**src/rtl/wb_host_arb.sv**
```systemverilog
// wb_host_arb: three-master Wishbone arbiter (0 = mgmt SoC, 1 = core imem, 2 = core dmem)
// sharing one slave path. Round-robin grant held for the owner's whole cyc burst.
// Optional watchdog enabled by defining WB_ARB_TMO_EN: aborts transactions the slave never
// terminates after 2**TMO_W - 1 unacknowledged strobe cycles.
module wb_host_arb #(
    parameter int unsigned AW    = 32,
    parameter int unsigned DW    = 32,
    parameter int unsigned TMO_W = 8
) (
    input  logic              clk,
    input  logic              rst_n,
    // master 0: management SoC
    input  logic              m0_cyc_i,
    input  logic              m0_stb_i,
    input  logic              m0_we_i,
    input  logic [DW/8-1:0]   m0_sel_i,
    input  logic [AW-1:0]     m0_adr_i,
    input  logic [DW-1:0]     m0_dat_i,
    output logic [DW-1:0]     m0_dat_o,
    output logic              m0_ack_o,
    output logic              m0_err_o,
    // master 1: core instruction port
    input  logic              m1_cyc_i,
    input  logic              m1_stb_i,
    input  logic              m1_we_i,
    input  logic [DW/8-1:0]   m1_sel_i,
    input  logic [AW-1:0]     m1_adr_i,
    input  logic [DW-1:0]     m1_dat_i,
    output logic [DW-1:0]     m1_dat_o,
    output logic              m1_ack_o,
    output logic              m1_err_o,
    // master 2: core data port
    input  logic              m2_cyc_i,
    input  logic              m2_stb_i,
    input  logic              m2_we_i,
    input  logic [DW/8-1:0]   m2_sel_i,
    input  logic [AW-1:0]     m2_adr_i,
    input  logic [DW-1:0]     m2_dat_i,
    output logic [DW-1:0]     m2_dat_o,
    output logic              m2_ack_o,
    output logic              m2_err_o,
    // shared slave path
    output logic              s_cyc_o,
    output logic              s_stb_o,
    output logic              s_we_o,
    output logic [DW/8-1:0]   s_sel_o,
    output logic [AW-1:0]     s_adr_o,
    output logic [DW-1:0]     s_dat_o,
    input  logic [DW-1:0]     s_dat_i,
    input  logic              s_ack_i,
    input  logic              s_err_i,
    // current owner, 3 = none
    output logic [1:0]        gnt_o
);

    localparam int unsigned SW      = DW / 8;
    localparam int unsigned NM      = 3;
    localparam logic [1:0]  GNT_NONE = 2'd3;

`ifdef WB_ARB_TMO_EN
    typedef enum logic [1:0] {ST_IDLE, ST_BUSY, ST_TMO} state_t;
    localparam logic [TMO_W-1:0] CNT_MAX = '1;
`else
    typedef enum logic {ST_IDLE, ST_BUSY} state_t;
`endif

    state_t   state, state_nx;
    logic [1:0] gnt, gnt_nx;
    logic [1:0] last, last_nx;
    logic     owner_cyc;

`ifdef WB_ARB_TMO_EN
    logic [TMO_W-1:0] cnt, cnt_nx;
    logic             tmo_first, tmo_first_nx;
`else
    logic             unused_cfg;
    assign unused_cfg = ^TMO_W;
`endif

    // Per-master views packed into vectors indexed by master number
    logic [NM-1:0]          m_cyc, m_stb, m_we;
    logic [NM-1:0][SW-1:0]  m_sel;
    logic [NM-1:0][AW-1:0]  m_adr;
    logic [NM-1:0][DW-1:0]  m_wdat;
    logic [NM-1:0][DW-1:0]  m_rdat;
    logic [NM-1:0]          m_ack, m_err;

    assign m_cyc  = {m2_cyc_i, m1_cyc_i, m0_cyc_i};
    assign m_stb  = {m2_stb_i, m1_stb_i, m0_stb_i};
    assign m_we   = {m2_we_i,  m1_we_i,  m0_we_i};
    assign m_sel  = {m2_sel_i, m1_sel_i, m0_sel_i};
    assign m_adr  = {m2_adr_i, m1_adr_i, m0_adr_i};
    assign m_wdat = {m2_dat_i, m1_dat_i, m0_dat_i};

    assign m0_dat_o = m_rdat[0];
    assign m1_dat_o = m_rdat[1];
    assign m2_dat_o = m_rdat[2];
    assign m0_ack_o = m_ack[0];
    assign m1_ack_o = m_ack[1];
    assign m2_ack_o = m_ack[2];
    assign m0_err_o = m_err[0];
    assign m1_err_o = m_err[1];
    assign m2_err_o = m_err[2];

    assign gnt_o = gnt;

    // Round-robin pick: first requester searching upward from last+1 (mod 3)
    function automatic logic [1:0] rr_pick(input logic [NM-1:0] req, input logic [1:0] prev);
        logic [1:0] sel;
        int unsigned idx;
        sel = GNT_NONE;
        for (int unsigned i = 1; i <= NM; i++) begin
            idx = (32'(prev) + i) % NM;
            if (sel == GNT_NONE && req[idx]) begin
                sel = 2'(idx);
            end
        end
        return sel;
    endfunction

    // Owner's cyc, used to detect release
    always_comb begin
        owner_cyc = 1'b0;
        case (gnt)
            2'd0:    owner_cyc = m_cyc[0];
            2'd1:    owner_cyc = m_cyc[1];
            2'd2:    owner_cyc = m_cyc[2];
            default: owner_cyc = 1'b0;
        endcase
    end

    // State, grant and watchdog registers
    always_ff @(posedge clk or negedge rst_n) begin
        if (!rst_n) begin
            state     <= ST_IDLE;
            gnt       <= GNT_NONE;
            last      <= 2'd2;
`ifdef WB_ARB_TMO_EN
            cnt       <= '0;
            tmo_first <= 1'b0;
`endif
        end else begin
            state     <= state_nx;
            gnt       <= gnt_nx;
            last      <= last_nx;
`ifdef WB_ARB_TMO_EN
            cnt       <= cnt_nx;
            tmo_first <= tmo_first_nx;
`endif
        end
    end

    // Next-state: arbitrate in IDLE, hold grant until owner drops cyc, watchdog in BUSY
    always_comb begin
        state_nx = state;
        gnt_nx   = gnt;
        last_nx  = last;
`ifdef WB_ARB_TMO_EN
        cnt_nx       = cnt;
        tmo_first_nx = 1'b0;
`endif
        case (state)
            ST_IDLE: begin
                if (|m_cyc) begin
                    gnt_nx   = rr_pick(m_cyc, last);
                    state_nx = ST_BUSY;
`ifdef WB_ARB_TMO_EN
                    cnt_nx   = '0;
`endif
                end
            end
            ST_BUSY: begin
                if (!owner_cyc) begin
                    state_nx = ST_IDLE;
                    last_nx  = gnt;
                    gnt_nx   = GNT_NONE;
                end
`ifdef WB_ARB_TMO_EN
                else if (s_ack_i || s_err_i) begin
                    cnt_nx = '0;
                end else if (s_stb_o) begin
                    cnt_nx = cnt + TMO_W'(1);
                    if (cnt == CNT_MAX - TMO_W'(1)) begin
                        state_nx     = ST_TMO;
                        tmo_first_nx = 1'b1;
                    end
                end
`endif
            end
`ifdef WB_ARB_TMO_EN
            ST_TMO: begin
                if (!owner_cyc) begin
                    state_nx = ST_IDLE;
                    last_nx  = gnt;
                    gnt_nx   = GNT_NONE;
                end
            end
`endif
            default: begin
                state_nx = ST_IDLE;
                gnt_nx   = GNT_NONE;
            end
        endcase
    end

    // Datapath mux: owner drives the slave, slave response routed back to owner only
    always_comb begin
        s_cyc_o = 1'b0;
        s_stb_o = 1'b0;
        s_we_o  = 1'b0;
        s_sel_o = '0;
        s_adr_o = '0;
        s_dat_o = '0;
        m_rdat  = '0;
        m_ack   = '0;
        m_err   = '0;
        for (int unsigned i = 0; i < NM; i++) begin
            if (gnt == 2'(i)) begin
                if (state == ST_BUSY) begin
                    s_cyc_o   = m_cyc[i];
                    s_stb_o   = m_stb[i];
                    s_we_o    = m_we[i];
                    s_sel_o   = m_sel[i];
                    s_adr_o   = m_adr[i];
                    s_dat_o   = m_wdat[i];
                    m_rdat[i] = s_dat_i;
                    m_ack[i]  = s_ack_i;
                    m_err[i]  = s_err_i;
                end
`ifdef WB_ARB_TMO_EN
                if (state == ST_TMO) begin
                    m_err[i] = tmo_first;
                end
`endif
            end
        end
    end

endmodule
```
**config.mk**
```make
export PLATFORM = sky130hd
export DESIGN_NAME = wb_host_arb
export DESIGN_NICKNAME = d
export VERILOG_FILES = /design/src/rtl/wb_host_arb.sv
export SDC_FILE = /design/constraint.sdc
export NUM_CORES = 1
export LEC_CHECK = 0
export BUFFER_PORTS_ARGS = -buffer_cell sky130_fd_sc_hd__clkbuf_2
export CAP_MARGIN = 10
export CORE_AREA = 2 2 165 167
export CTS_CLUSTER_SIZE = 40
export DETAILED_ROUTE_END_ITERATION = 8
export DIE_AREA = 0 0 167 169
export SLEW_MARGIN = 20
export SYNTH_ARGS = -nofsm -noshare
export SYNTH_HDL_FRONTEND = slang
export SYNTH_SLANG_ARGS = --single-unit
```
**constraint.sdc**
```tcl
create_clock -name clk -period 2.2 [get_ports clk]
set_clock_uncertainty 0.1 [all_clocks]
set_input_delay 0 -clock clk [delete_from_list [all_inputs] [get_ports clk]]
set_output_delay 0 -clock clk [all_outputs]
set_load 0.005 [all_outputs]
```
==> results.yml, run 1 <==
power_and_ir_drop:
  p_int_uw: 2440
  max-vdd-ir-drop_v: 0.000370
  switching_share_pct: 52.3
  p_comb_share_pct: 88.9
  p_total_uw: 5130
  p_leak_uw: 0.00339
  p_sw_uw: 2680
  clockPowerShare_pct: 6.0
  powerDensity_nw_per_um2: 902
  p_seq_share_pct: 5.1
die:
  die_w_um: 167
  core_um2: 26500
  die_area_um2: 28200
  rows: 60
  initial_utilization_pct: 11.5
  die_h_um: 169
  ios: 424
timing:
  period_minus_slack_ns: 2.08
  worst_pin_slew_ns: 0.493
  final_max_slew_viol_count: 0
  hold_ws_ns: 0.0455
  rsz0062_at_grt: "false"
  max_freq_mhz: 481
  final-setup-viol-count: 0
  slew_headroom_pct: 66.8
  setup_tns_ns: 0
  hold_viol_final: 0
  fin_crit_sh_pct: 94.6
yosys:
  netlist_area_um2: 3050
  synth_fa_ha_area_share_pct: 1.23
  async_reset_ff_share_pct: 100
  synth.most_common_cell: "nand2_1"
  synth_nets: 778
  ys_top_cells_by_count: "nand2_1 (108), nor2_1 (106), mux2i_1 (72), and2_1 (71), o21ai_1 (71)"
  syn_area_per_cell_um2: 5.79
  ys_types: 32
  synth_top_area_cell: "mux2i_1"
  synthXorXnorAreaFrac_pct: 0
  synthTopCellsByArea: "mux2i_1 (24%), and2_1 (15%), nand2_1 (13%)"
  netlist_instances: 526
  synthSimpleGateAreaFrac_pct: 45.5
  yosysWarnings: 0
  synth_compound_area_share_pct: 14.1
  synth_flop_cell: "dfstp_2"
  ys_seq_area_share_pct: 4.23
  ys_ff_latch: 5
  synth_mux_area_share_pct: 25.0
  yosys.area.top_type_share_pct: 23.7
  synth-edff-count: 0
  synth_top_family_by_area: "simple AND/OR/NAND/NOR gates"
status:
  status: "finished clean"
worst_hold_path:
  hold_depth: 3
  min_path_type: "in -> reg"
critical_path:
  crit_fanout: 25
  critPathBufInv: 4
  worst-path-stages: 7
  cp-end-kind: "primary output"
  worstSetupStartpointType: "flop"
  reg2regPathDepth: 6
  path_cells: "buf_12, buf_12, buf_4, mux2i_1, o21ai_1, and2_1, clkbuf_2"
  slowest_delay_ns: 0.65
  cp_slowest_cell: "dfstp_4"
  worstPathArrival_ns: 1.98
  cpMostUsedCell: "buf_12"
  critical-path-top-delay-family: "flip-flops"
  worst-setup-path-type: "reg -> out"
  crit_required_ns: 2.10
grt:
  grt_first_pass_wirelength_um: 24700
  antenna_found_initial: 0
  grt_util_all_layers_pct: 10.7
  first_global_vias: 4566
  overflow: 0
  grt_max_degree: 79
final_layout:
  fillCellCount: 3031
  n_antenna_cell: 0
  drive_gt1_share_pct: 49.6
  fin_nets: 1179
  area_growth_pct: 86.6
  final_area_um2: 5690
placed_design:
  routabilityCongestion: 0.919
  dpl-instance-area_um2: 5530
  dp_hpwl_um: 13800
  io_buffers: 423
drt:
  vias_per_cell: 3.93
  firstDrtPassIters: 4
  postRouteWirelength_um: 17100
  vias: 4976
  wl_per_cell_um: 13.5
  final_antenna_net_count: 0
  drc: 0
  drt_iter0_drc: 232
cts:
  clock_latency_ns: 0.23
  clk_path_buf_depth: 2
  h-tree-depth: 1
  cts.clk_slew.worst_paths_ns: 0.03
  cts_sinks: 5
  cts_tree: "built"
  cts_buffers: 3
  clockRootBuffer: "clkbuf_16"
run:
  drv_cap: 0
[through the flow]
stage / setup slack (ns) / instances / utilization [%]
final: 0.120 / 1267 / 21.5
after global routing: 0.00354 / 1267 / 21.5
after CTS: 0.0787 / 1266 / 21.4
after detailed placement: 0.0981 / 1258 / 20.9
after global placement: 0.148 / 1258 / 20.9
after floorplan: 0.474 / 526 / -
[flip-flops by register name (all words and copies together), names as in the netlist]
| signal | flops |
|---|---|
| state | 1 |
| last | 2 |
| gnt_o | 2 |
[worst min-delay path, delay by kind of cell]
| family | cells | cell delay, ns |
|---|---|---|
| buf+inv | 1 | 0.15 |
| simple gates | 2 | 0.18 |
[layout make-up]
type,count,area (um2),area share (%)
Clock buffer,4,78.8,1.39
Inverter,5,18.8,0.330
Multi-Input combinational cell,466,2630,46.2
Sequential cell,5,136,2.40
Tap cell,341,427,7.50
Timing Repair Buffer,446,2400,42.2
[timing repair]
action                                 4_1_cts  5_1_grt
setup endpoints to repair                    1        1
resized for setup                            1        0
endpoints found under the hold margin        5        0
gates cloned                                 0        1
setup buffers                                3        0
hold buffers                                 1        0
[metal layers]
layer  wire [um]  vias up  GRT usage [%]
met5           0        -              0
met4          82        0           1.24
met3        1320        8           1.78
met2        8390      226           18.9
met1        7320     2230           13.9
li1            -     2512              -
[cell usage in the layout, fill, tap and decap left out, types with 4 or more instances in the layout]
master     instances
nor2_1           106
inv_1              5
o21ai_1           71
mux2i_1           71
nor2b_1            5
clkbuf_2         423
buf_4             14
nand2_1          108
and2_1            71
buf_12             7
clkbuf_16          4
[power groups by stage]
stage	registers [uW]	logic (uW)	clock network [uW]
2_1_floorplan	196	2800	0
3_3_place_gp	314	4370	0
3_5_place_dp	317	4430	0
4_1_cts	267	4560	311
5_1_grt	274	5040	315
6_report	262	4560	305
[path summary, 6_finish.rpt]
path / slack (ns) / end / start
worst max-delay path: 0.12 / s_dat_o[13] / gnt_o[1]
worst min-delay path: 0.05 / state / m0_cyc_i
worst max register to register: 0.30 / gnt_o[1] / last[1]
worst min register to register: 0.46 / last[0] / last[0]
max in group asynchronous: 1.71 / last[1] / rst_n
min in group asynchronous: 0.06 / state / rst_n
[cells by family (layout without fill, tap and decap cells)]
logic type / Yosys count / after routing
and+or+nand+nor: 306 / 306
AOI/OAI and AO/OA: 82 / 82
muxes: 75 / 75
buffers and inverters: 55 / 455
DFF: 5 / 5
adders and majority gates: 3 / 3
(Power assumes the default switching activity.)
==> run 2, diff against run 1 <==
clock period = 2 ns   (was 2.2 ns; I/O delays follow)
==> run 2 against run 1 <==
  * Critical path depth up 2
  * Sequential power down 2%
  * Wire length up 7.1%
  * Non-clock buffer count up 7
  * Sequential share of layout area down 0.11 points
  * Flip-flop and latch count unchanged
  * Global-route usage up 0.50 points
  * Critical endpoint is now s_dat_o[19]
  * Largest cell class unchanged
==> results.yml, run 2 (synthesis gave the netlist of run 1 again) <==
status:
  status: "finished clean"
timing:
  final-setup-viol-count: 0
  max_freq_mhz: 509
  final_max_slew_viol_count: 0
  rsz0062_at_grt: "true"
  fin_crit_sh_pct: 98.2
  period_minus_slack_ns: 1.96
  slew_headroom_pct: 69.7
  hold_viol_final: 0
  fin_ws_ns: 0.0354
  worst_pin_slew_ns: 0.451
critical_path:
  worstPathArrival_ns: 1.86
  critical-path-top-delay-family: "buffers and inverters"
  worstSetupStartpointType: "flop"
  cp_slowest_cell: "dfstp_4"
  crit_fanout: 6
  cpMostUsedCell: "buf_12"
  path_cells: "buf_12, nor2b_4, buf_12, buf_8, buf_6, nand2_2, o21ai_1, and2_1, buf_2"
  critPathBufInv: 5
  cp-end-kind: "primary output"
  worst-setup-path-type: "reg -> out"
  slowest_delay_ns: 0.65
  crit_required_ns: 1.90
final_layout:
  most-common-layout-cells: "clkbuf_2 (422), nand2_1 (107), nor2_1 (106)"
  fillCellCount: 2998
  final_cells: 1275
  fin_nets: 1187
  multi_input_area_um2: 2730
  final_common_cell: "clkbuf_2"
  final_area_um2: 5970
  drive_gt1_share_pct: 51.3
  area_growth_pct: 95.9
  final-seq-area_um2: 136
  n_antenna_cell: 0
power_and_ir_drop:
  p_comb_share_pct: 90.5
  max-vdd-ir-drop_v: 0.000504
  p_sw_uw: 3150
  p_seq_share_pct: 4.2
  p_total_uw: 6190
  p_leak_uw: 0.00348
  p_int_uw: 3040
  powerDensity_nw_per_um2: 1040
  switching_share_pct: 50.9
  clockPowerShare_pct: 5.3
worst_hold_path:
  min_path_type: "in -> reg"
die:
  initial_utilization_pct: 11.5
  die_w_um: 167
  die_area_um2: 28200
  core_um2: 26500
  die_h_um: 169
  ios: 424
  rows: 60
grt:
  antenna_found_initial: 0
  first_global_vias: 4605
  overflow: 0
  grt_util_all_layers_pct: 11.2
  grt_first_pass_wirelength_um: 25200
  grt_max_degree: 68
placed_design:
  io_buffers: 423
  dp_hpwl_um: 14000
  dp_cells: 1256
  dpl-instance-area_um2: 5490
  pre_cts_slack_ns: -0.157
  routabilityCongestion: 0.883
cts:
  cts.clk_slew.worst_paths_ns: 0.03
  h-tree-depth: 1
  cts_tree: "built"
  clockRootBuffer: "clkbuf_16"
  clock_latency_ns: 0.23
  cts_sinks: 5
  cts_buffers: 3
  clk_path_buf_depth: 2
drt:
  final_antenna_net_count: 0
  vias: 5093
  wl_per_cell_um: 14.4
  firstDrtPassIters: 5
  postRouteWirelength_um: 18300
  drt_iter0_drc: 270
  drc: 0
  vias_per_cell: 3.99
run:
  drv_cap: 0
run 2: final timing paths:
path	from	to	slack [ns]	cells after the start
hold / removal	m2_cyc_i	gnt_o[1]	0.04	3
hold reg to reg	last[0]	last[0]	0.47	1
setup reg to reg	gnt_o[1]	last[0]	0.09	8
setup / recovery	gnt_o[1]	s_dat_o[19]	0.04	9
max in group asynchronous	rst_n	gnt_o[0]	1.52	2
min in group asynchronous	rst_n	state	0.06	2
run 2: area by class of cell:
class	count	share of cell area (%)
timing repair buffer	453	43.1
sequential	5	2.29
inverter	5	0.315
multi-input combinational	467	45.8
clock buffer	4	1.32
tap	341	7.15
run 2: layer usage:
| metal | GRT usage (%) | routed length, um | vias up |
|---|---|---|---|
| li1 | - | - | 2534 |
| met1 | 14.3 | 7740 | 2320 |
| met2 | 20.5 | 9260 | 230 |
| met3 | 1.57 | 1250 | 9 |
| met4 | 1.05 | 87 | 0 |
| met5 | 0 | 0 | - |
run 2: through the flow:
stage	setup TNS (ns)	hold WS (ns)	util, %
floorplan	0	-0.396	-
global placement	-0.211	-0.266	20.7
detailed placement	-0.298	-0.269	20.7
CTS	-0.0479	0.0445	21.9
global route	-0.0788	0.0808	22.5
finish	0	0.0428	22.5
run 2: worst register-to-register path, stage by stage, from the launching register on:
cell and delay, ns:
dfstp_4 0.65, buf_12 0.14, nor2b_4 0.05, buf_12 0.14, buf_6 0.13, nand2_1 0.07, o21ai_2 0.07, nand2b_4 0.16
mux2_4 0.29
run 2: power by group through the flow:
stage	registers, uW	clock network [uW]	logic [uW]
floorplan	216	0	3080
global placement	234	0	4830
detailed placement	237	0	4860
CTS	263	336	5340
global route	267	347	6110
finish	258	330	5600
run 2: repair_timing:
action | in CTS | in global routing
gates cloned | 2 | 3
hold endpoints to repair | 5 | 0
pin swaps | 0 | 2
resized for setup | 22 | 20
endpoints found under the setup margin | 83 | 60
hold buffers | 1 | 0
buffers inserted | 9 | 2
==> run 3, diff against run 2 <==
CTS_BUF_LIST = sky130_fd_sc_hd__clkbuf_8   (was unset)
PLACE_DENSITY = 0.38   (was unset)
==> run 3 against run 2 <==
  * Clock-buffer cell count is 1 lower
  * Die area stayed put
  * Combinational power is 11% lower
  * Clock power is 44% lower
  * Final cell count is 0.55% lower
  * Worst hold slack hardly changed
  * Power is 12% lower
  * Fmax is 2.3% higher
  * First-iteration DRC count is 18% lower
  * Utilization is 1.2 points lower
  * Critical endpoint is now s_dat_o[10]
  * Largest power group unchanged
==> results.yml, run 3 (synthesis gave the netlist of run 1 again) <==
status:
  status: "finished clean"
placed_design:
  dp_hpwl_um: 13900
  dp_cells: 1255
  io_buffers: 423
  routabilityCongestion: 0.818
cts:
  cts.clk_slew.worst_paths_ns: 0.04
  clk_path_buf_depth: 2
  cts_sinks: 5
  h-tree-depth: 1
  clockRootBuffer: "clkbuf_8"
  cts_tree: "built"
  clock_latency_ns: 0.23
  cts_buffers: 3
critical_path:
  reg2regPathDepth: 6
  slowest_delay_ns: 0.68
  worst-setup-path-type: "reg -> out"
  path_cells: "buf_16, buf_4, mux2i_1, o21ai_1, and2_1, clkbuf_2"
  worstSetupStartpointType: "flop"
  cp_slowest_cell: "dfstp_4"
  crit_start: "gnt_o[1]"
  cp-end-kind: "primary output"
  r2r_start: "last[1]"
  crit_required_ns: 1.90
  worstPathArrival_ns: 1.82
  crit_fanout: 11
drt:
  firstDrtPassIters: 4
  vias: 4902
  postRouteWirelength_um: 17400
  drc: 0
  final_antenna_net_count: 0
  wl_per_cell_um: 13.7
  vias_per_cell: 3.87
  drt_iter0_drc: 221
final_layout:
  final-seq-area_um2: 134
  fillCellCount: 3064
  n_antenna_cell: 0
  drive_gt1_share_pct: 49.6
  fin_nets: 1180
  final_cells: 1268
  final_common_cell: "clkbuf_2"
  area_growth_pct: 85.7
  most-common-layout-cells: "clkbuf_2 (423), nand2_1 (108), nor2_1 (106)"
  multi_input_area_um2: 2630
  final_core_util_pct: 21.4
timing:
  final-setup-viol-count: 0
  hold_viol_final: 0
  worst_pin_slew_ns: 0.581
  hold_ws_ns: 0.0425
  final_max_slew_viol_count: 0
  period_minus_slack_ns: 1.92
  setup_tns_ns: 0
  rsz0062_at_grt: "false"
  slew_headroom_pct: 60.9
  fin_crit_sh_pct: 96.1
  max_freq_mhz: 521
worst_hold_path:
  min_path_type: "in -> reg"
  hp-start: "m2_cyc_i"
  hold_depth: 3
power_and_ir_drop:
  p_total_uw: 5430
  p_seq_share_pct: 4.5
  powerDensity_nw_per_um2: 960
  p_sw_uw: 2880
  switching_share_pct: 53.0
  p_leak_uw: 0.00339
  p_int_uw: 2560
  max-vdd-ir-drop_v: 0.000540
  p_comb_share_pct: 92.1
  clockPowerShare_pct: 3.4
die:
  ios: 424
  rows: 60
  die_h_um: 169
  core_um2: 26500
  die_w_um: 167
  initial_utilization_pct: 11.5
  die_area_um2: 28200
grt:
  grt_max_degree: 51
  grt_first_pass_wirelength_um: 25100
  antenna_found_initial: 0
  grt_util_all_layers_pct: 11.0
  overflow: 0
  first_global_vias: 4544
run:
  drv_cap: 0
## run 3: cell types whose count changed in the layout (fill, tap and decap cells not counted), moves of 4 or more
| cell | before | now |
|---|---|---|
| buf_6 | 6 | 2 |
| clkbuf_16 | 6 | 1 |
| mux2i_4 | 6 | 0 |
| mux2i_1 | 65 | 71 |
| buf_4 | 8 | 14 |
| buf_8 | 4 | 0 |
## run 3: timing repair
action	in CTS	in global routing
setup endpoints to repair	6	43
buffers inserted	0	7
cloned	0	1
resized for setup	2	2
hold buffers	1	0
hold endpoints to repair	5	0
## run 3: power by group through the flow
stage          registers (uW)  logic [uW]  clock network, uW
6_report                  245        5000                186
2_1_floorplan             216        3080                  0
3_5_place_dp              244        4900                  0
4_1_cts                   246        4940                190
3_3_place_gp              244        4960                  0
5_1_grt                   258        5550                194
## run 3: layout make-up
type,instances,share of cell area [%]
Multi-Input combinational cell,466,46.4
Timing Repair Buffer,447,42.5
Tap cell,341,7.54
Sequential cell,5,2.37
Clock buffer,3,0.730
Inverter,5,0.332
Clock inverter,1,0.0663
## run 3: path summary, 6_finish.rpt
kind | slack [ns] | to
setup / recovery | 0.08 | s_dat_o[10]
hold / removal | 0.04 | gnt_o[1]
setup reg to reg | 0.16 | gnt_o[1]
hold reg to reg | 0.44 | last[0]
max in group asynchronous | 1.52 | last[1]
min in group asynchronous | 0.06 | state
## run 3: through the flow
step,cell area [um2],setup slack [ns]
after floorplan,3050,0.274
after global placement,5510,0.128
after detailed placement,5510,0.164
after CTS,5570,-0.0272
after global routing,5660,0.0132
final,5660,0.0790
## run 3: routing by layer
layer	track usage [%]	up-vias	share of wire, %
li1	-	2513	-
met1	13.6	2182	40
met2	20.6	199	52
met3	1.57	8	7.2
met4	1.20	0	0.52
met5	0	-	0
## run 3: critical path, delay by kind of cell (launching register included)
kind	cells	cell delay [ns]
flops	1	0.68
buf+inv	3	0.42
mux	1	0.24
simple gates	1	0.18
compound gates	1	0.07
